[src/rtl/sram_like_pkg.sv]
// sram_like_pkg: size encodings, response entry type and lane-mask decode shared by the sram_like slave.
package sram_like_pkg;
    localparam logic [1:0] SZ_BYTE = 2'd0;
    localparam logic [1:0] SZ_HALF = 2'd1;
    localparam logic [1:0] SZ_WORD = 2'd2;
    localparam int TW = 3;

    typedef struct packed {
        logic          wr;
        logic [31:0]   rdata;
        logic [TW-1:0] timer;
    } resp_t;

    // Byte-lane write mask; sizes 2 and 3 both mean a full word.
    function automatic logic [3:0] lane_mask(input logic [1:0] size, input logic [1:0] off);
        return size >= SZ_WORD ? 4'b1111 : size == SZ_HALF ? (off[1] ? 4'b1100 : 4'b0011) : 4'b0001 << off;
    endfunction
endpackage

[src/rtl/sram_like_resp_fifo.sv]
// sram_like_resp_fifo: in-order response queue whose entries count down their release timers in place.
module sram_like_resp_fifo
    import sram_like_pkg::*;
#(
    parameter int DEPTH = 2
) (
    input  logic  clk,
    input  logic  reset,
    input  logic  push,
    input  resp_t push_ent,
    input  logic  pop,
    output logic  head_vld,
    output resp_t head
);
    localparam int PW = DEPTH > 1 ? $clog2(DEPTH) : 1;

    resp_t [DEPTH-1:0] ent_q, ent_d;
    logic  [DEPTH-1:0] vld_q, vld_d;
    logic  [PW-1:0]    rd_q, rd_d, wr_q, wr_d;

    function automatic logic [PW-1:0] nxt(input logic [PW-1:0] p);
        return p == PW'(DEPTH - 1) ? '0 : p + PW'(1);
    endfunction

    always_comb begin
        ent_d = ent_q;
        vld_d = vld_q;
        rd_d = rd_q;
        wr_d = wr_q;
        for (int i = 0; i < DEPTH; i++)
            if (ent_q[i].timer != '0) ent_d[i].timer = ent_q[i].timer - TW'(1);
        if (pop) begin
            vld_d[rd_q] = 1'b0;
            rd_d = nxt(rd_q);
        end
        if (push) begin
            ent_d[wr_q] = push_ent;
            vld_d[wr_q] = 1'b1;
            wr_d = nxt(wr_q);
        end
        head_vld = vld_q[rd_q];
        head = ent_q[rd_q];
    end

    always_ff @(posedge clk or posedge reset)
        if (reset) begin
            ent_q <= '0;
            vld_q <= '0;
            rd_q <= '0;
            wr_q <= '0;
        end else begin
            ent_q <= ent_d;
            vld_q <= vld_d;
            rd_q <= rd_d;
            wr_q <= wr_d;
        end
endmodule

[src/rtl/sram_like_slave.sv]
// sram_like_slave: sram-like bus slave fronting a synchronous SRAM with bounded outstanding, in-order responses.
module sram_like_slave
    import sram_like_pkg::*;
#(
    parameter int AW    = 16,
    parameter int LAT   = 0,
    parameter int OUTST = 2
) (
    input  logic          clk,
    input  logic          reset,
    input  logic          req,
    input  logic          wr,
    input  logic [1:0]    size,
    input  logic [31:0]   addr,
    input  logic [31:0]   wdata,
    output logic          addr_ok,
    output logic          data_ok,
    output logic [31:0]   rdata,
    output logic          sram_en,
    output logic [3:0]    sram_wen,
    output logic [AW-1:0] sram_addr,
    output logic [31:0]   sram_wdata,
    input  logic [31:0]   sram_rdata
);
    logic [2:0] cnt_q, cnt_d;
    logic       cap_vld_q, cap_vld_d, cap_wr_q, cap_wr_d;
    logic       head_vld;
    resp_t      head, push_ent;
    logic       unused_ok;

    assign sram_addr = addr[AW+1:2];
    assign sram_wdata = wdata;
    assign unused_ok = ^{addr[31:AW+2], head.wr};

    // cnt covers capture stage plus queued entries, so the queue can never overflow.
    always_comb begin
        addr_ok = !reset && req && cnt_q < 3'(OUTST);
        sram_en = req && addr_ok;
        sram_wen = sram_en && wr ? lane_mask(size, addr[1:0]) : 4'b0000;
        data_ok = head_vld && head.timer == '0;
        rdata = data_ok ? head.rdata : 32'h0;
        cap_vld_d = sram_en;
        cap_wr_d = wr;
        push_ent = '{wr: cap_wr_q, rdata: cap_wr_q ? 32'h0 : sram_rdata, timer: TW'(LAT)};
        cnt_d = sram_en && !data_ok ? cnt_q + 3'd1 : !sram_en && data_ok ? cnt_q - 3'd1 : cnt_q;
    end

    always_ff @(posedge clk or posedge reset)
        if (reset) begin
            cnt_q <= '0;
            cap_vld_q <= 1'b0;
            cap_wr_q <= 1'b0;
        end else begin
            cnt_q <= cnt_d;
            cap_vld_q <= cap_vld_d;
            cap_wr_q <= cap_wr_d;
        end

    sram_like_resp_fifo #(.DEPTH(OUTST)) u_fifo (
        .clk     (clk),
        .reset   (reset),
        .push    (cap_vld_q),
        .push_ent(push_ent),
        .pop     (data_ok),
        .head_vld(head_vld),
        .head    (head)
    );
endmodule

[config.mk]
export PLATFORM = sky130hd
export DESIGN_NAME = sram_like_slave
export DESIGN_NICKNAME = d
export VERILOG_FILES = /design/src/rtl/sram_like_pkg.sv /design/src/rtl/sram_like_resp_fifo.sv /design/src/rtl/sram_like_slave.sv
export SDC_FILE = /design/constraint.sdc
export NUM_CORES = 1
export LEC_CHECK = 0
export BUFFER_PORTS_ARGS = -buffer_cell sky130_fd_sc_hd__buf_4
export CAP_MARGIN = 10
export CORE_AREA = 2 2 102 104
export CTS_CLUSTER_SIZE = 25
export DETAILED_ROUTE_END_ITERATION = 7
export DIE_AREA = 0 0 104 106
export GPL_ROUTABILITY_DRIVEN = 0
export GPL_TIMING_DRIVEN = 0
export PLACE_DENSITY_LB_ADDON = 0.05
export SLEW_MARGIN = 30
export SYNTH_ARGS = -nofsm -noshare
export SYNTH_HDL_FRONTEND = slang
export SYNTH_HIERARCHICAL = 1
export SYNTH_SLANG_ARGS = --single-unit
[constraint.sdc]
create_clock -name clk -period 3.4 [get_ports clk]
set_input_delay 0.51 -clock clk [delete_from_list [all_inputs] [get_ports clk]]
set_output_delay 0.51 -clock clk [all_outputs]
set_load 0.01 [all_outputs]
Word-level counts from Yosys, hierarchy flattened --
Index checks and enable logic that the tools add are counted.
Storage, ports and cells: register bits after elaboration 81, bits of input ports 102
Operators by class: add/subtract/negate cells 6, order comparisons 6, equality and inequality tests 1, shift operators 1, muxes and demuxes 26, bitwise logic cells 3, reduce and logical (&&, ||, !) cells 16
Operators by type and width (number):
- 72-bit bitwise mux | 1
- 35-bit two-way mux | 2
- 32-bit two-way mux | 2
- 39-bit two-way mux | 1
- 36-bit demux with 1-bit select | 1
- 36-bit two-way mux | 1
- 4-bit two-way mux | 4
- 3-bit two-way mux | 4
- 1-bit logical AND | 9
- 3-bit by 1-bit subtractor with 3-bit output, second input constant | 3
- 1-bit two-way mux | 6
- 3-bit nonzero test | 2
- 1-bit by 2-bit < comparator with 1-bit output, second input constant | 2
- 2-bit two-way mux | 2
- 1-bit by 2-bit left shift with 4-bit output, first input constant | 1
- 3-bit by 1-bit adder with 3-bit output, second input constant | 1
- 1-bit logical NOT | 3
- 3-bit logical NOT | 1
- 3-bit by 2-bit < comparator with 1-bit output, second input constant | 1
- 1-bit adder, second input constant | 2
- 2-bit AND | 1
- 1-bit demux with 1-bit select | 2
- 2-bit by 1-bit equality test with 1-bit output, second input constant | 1
- 1-bit >= comparator, second input constant | 2
- other kinds (4) | 4

Logic depth before layout (Yosys ltp) --
depth after elaboration 9, depth in mapped cells 13, gate-level depth less buffers 10

Cells and area by module --
The synthesis kept the hierarchy.
By module, submodules not included:
- sram_like_resp_fifo | instances 1, cells each 236, area an instance 3587.2 µm², sequential area each 1901.8 µm²
- sram_like_slave | instances 1, cells each 149, area an instance 1137.3 µm², sequential area each 125.1 µm²

Least setup slack after synthesis --
OpenSTA, ideal clock, no wires.
path kind flip-flop to flip-flop, start reg u_fifo.rd_q, end reg cnt_q[1], setup time 0.125 ns, arrival 2.405 ns, slack 0.871 ns, stages on the path, launching flop included 12, path buffers 3, clock period less this slack 2.529 ns, cells stage by stage dfrtp_1 buf_2 buf_2 nand2_1 o21ai_0 nor4b_4 buf_6 inv_1 ha_1 inv_1 fa_1 mux2_2
RTL lines:
- start, declared | line sram_like_resp_fifo.sv:19 | logic [PW-1:0] rd_q, rd_d, wr_q, wr_d;
- start signal, assigned | line sram_like_resp_fifo.sv:54 | rd_q <= rd_d;
- end signal, assigned | line sram_like_slave.sv:54 | cnt_q <= cnt_d;
- end, declared | line sram_like_slave.sv:25 | logic [2:0] cnt_q, cnt_d;

==> reports/qor.txt <==
status - completed
final clock skew - 7.96 ps
final total power - 3.90 mW
Layout area overhead - 29.2%
antenna viol nets, final - 0
drt initial violations - 63
Worst slew margin - 57.0%
Final Setup Violations - 0
GRT overflow - 0
CTS tree - built
H-Tree Depth - 3
postcts setup bufs - 0
Die Wd - 104 um
# clock sinks - 79
Starting Density - 46.4%
placed insts - 648
first-pass GRT wire length - 15600 um
Vias/cell - 4.62
unrepaired setup endpoints after global routing - no
measured slew at the worst slew-check pin - 646 ps
Rows - 37
Synth Area per Inst - 12.2 sq um
number of global-route vias before repair - 3242
critical path fanouts, max - 13
antenna violations before repair - 0
Worst Setup Path Type - reg2out
fin. max-slew vios - 0
core box area - 10000 sq um
CTS max path bufs - 2
drt drc - 0
DRT Pass-1 Iters - 4
Mapped Area - 4640 sq um
Max rail drop VDD - 0.291 mV
# resized after CTS - 0
Clk Latency, worst-skew pair - 350 ps
Inserted Clock Buffers - 9
Hold Path Class - in2async
Critical Path Most Common Cell - buf_2
final setup TNS - 0 ps
clk root buf - clkbuf_8
CP max stage cell - nor4b_4
post-cts hold buffer count - 0
Routed WL - 9490 um
worst path required time - 2890 ps
crit path DAT - 2370 ps
fin util - 59.9%
# diodes - 0
Leak Pwr - 3.08 nW
hold slack final - 99.3 ps
Register Area - 1980 sq um
PD cells - 651 nW/um^2
total track usage - 17.5%
largest net degree at the start of global routing - 49
synth warn - 6
Die Ht - 106 um
IO buf count - 126
CP endpoint kind - output pin
Peak Freq - 348 MHz
Die ar. - 11000 sq um
Finished Layout Cells - 663
worst path cell trace - buf_2 > buf_2 > nand2_1 > o21ai_0 > nor4b_4 > buf_6 > and2_2 > buf_4
slowest stage delay, CP - 580 ps
routed length per instance - 14.3 um
nets - 633
Clock Pin Slew Worst Setup and Hold Paths - 80 ps
Hold Violations, Final - 0
HPWL Detailed - 6910 um
via count - 3060
footprint of the multi-input gates - 2080 sq um
cells after synthesis - 380
Setup crit start kind - register
Filler cells - 874
layout cells sized above 1 - 61.3%
Final Cycle Share - 84.6%
# IOs - 189
min Tclk post-route - 2880 ps
max-cap viol count - 0
[report_power, final]
part / leakage (nW) / switching, mW / internal (mW)
sequential: 0.998 / 0.216 / 1.33
combinational: 1.99 / 0.631 / 1.03
clock: 0.0944 / 0.339 / 0.355
total: 3.08 / 1.19 / 2.72
[placed cells by master (no fill, tap or decap), drive strengths merged, types with 2 or more instances in the layout]
cell      count
buf         191
mux2        100
dfrtp        79
nor2b        35
and2         33
inv          15
clkbuf       13
nand2         8
o21ai         8
ha            7
conb          6
xor2          5
a21oi         4
nor2          3
nor4b         3
xnor2         2
nand2b        2
clkinvlp      2
nand3         2
clkinv        2
[worst max-delay path, delay by kind of cell, from the launching register on]
family	cells	cell delay (ps)
buffers and inverters	4	720
AOI/OAI and AO/OA	1	140
DFF	1	360
and+or+nand+nor	3	810
[flip-flops by register name (all words and copies together), names as in the netlist]
| name | flops |
|---|---|
| u_fifo/rd_q | 1 |
| u_fifo/ent_q | 70 |
| cap_vld_q | 1 |
| u_fifo/wr_q | 1 |
| u_fifo/vld_q | 2 |
| cnt_q | 3 |
| cap_wr_q | 1 |
[per-layer routing]
layer | GRT usage (%) | part of all wire [%] | routed length, um | vias to the layer above
met5 | 0 | 0 | 0 | -
met4 | 3.76 | 0.63 | 60 | 0
met3 | 4.23 | 6.0 | 572 | 7
met2 | 29.9 | 49 | 4680 | 112
met1 | 22.6 | 44 | 4170 | 1460
li1 | - | - | - | 1481
[cell type report]
class	count	share of cell area, %
multi-input cells	224	34.6
flip-flops and latches	79	33.0
repair buffers	127	16.1
plain buffers	67	9.13
well taps	136	2.84
clock buffers	10	2.30
clock inverters	5	0.982
inverters	15	0.982
[metrics by stage]
| step | area, sq um | setup WS (ps) |
|---|---|---|
| 6_report | 5990 | 524 |
| 5_1_grt | 5990 | 336 |
| 4_1_cts | 5990 | 506 |
| 3_5_place_dp | 5790 | 528 |
| 3_3_place_gp | 5770 | -24.5 |
| 2_1_floorplan | 4660 | 871 |
[worst paths after layout]
path                                           startpoint                      endpoint  slack [ps]  cells after the start
worst min-delay path                                reset            cap_wr_q$_DFF_PP0_         100                      2
worst min register to register  u_fifo/vld_q[1]$_DFF_PP0_     u_fifo/vld_q[1]$_DFF_PP0_         490                      1
worst max-delay path              u_fifo/rd_q$_DFFE_PP0P_                     rdata[29]         520                      8
worst max register to register    u_fifo/rd_q$_DFFE_PP0P_          cnt_q[1]$_DFFE_PP0P_         530                     11
max in group asynchronous                           reset  u_fifo/ent_q[39]$_DFFE_PP0P_        2550                      3
min in group clk                                       wr            cap_wr_q$_DFF_PP0_         280                      1
No activity file was read; power rests on OpenSTA's default activity.
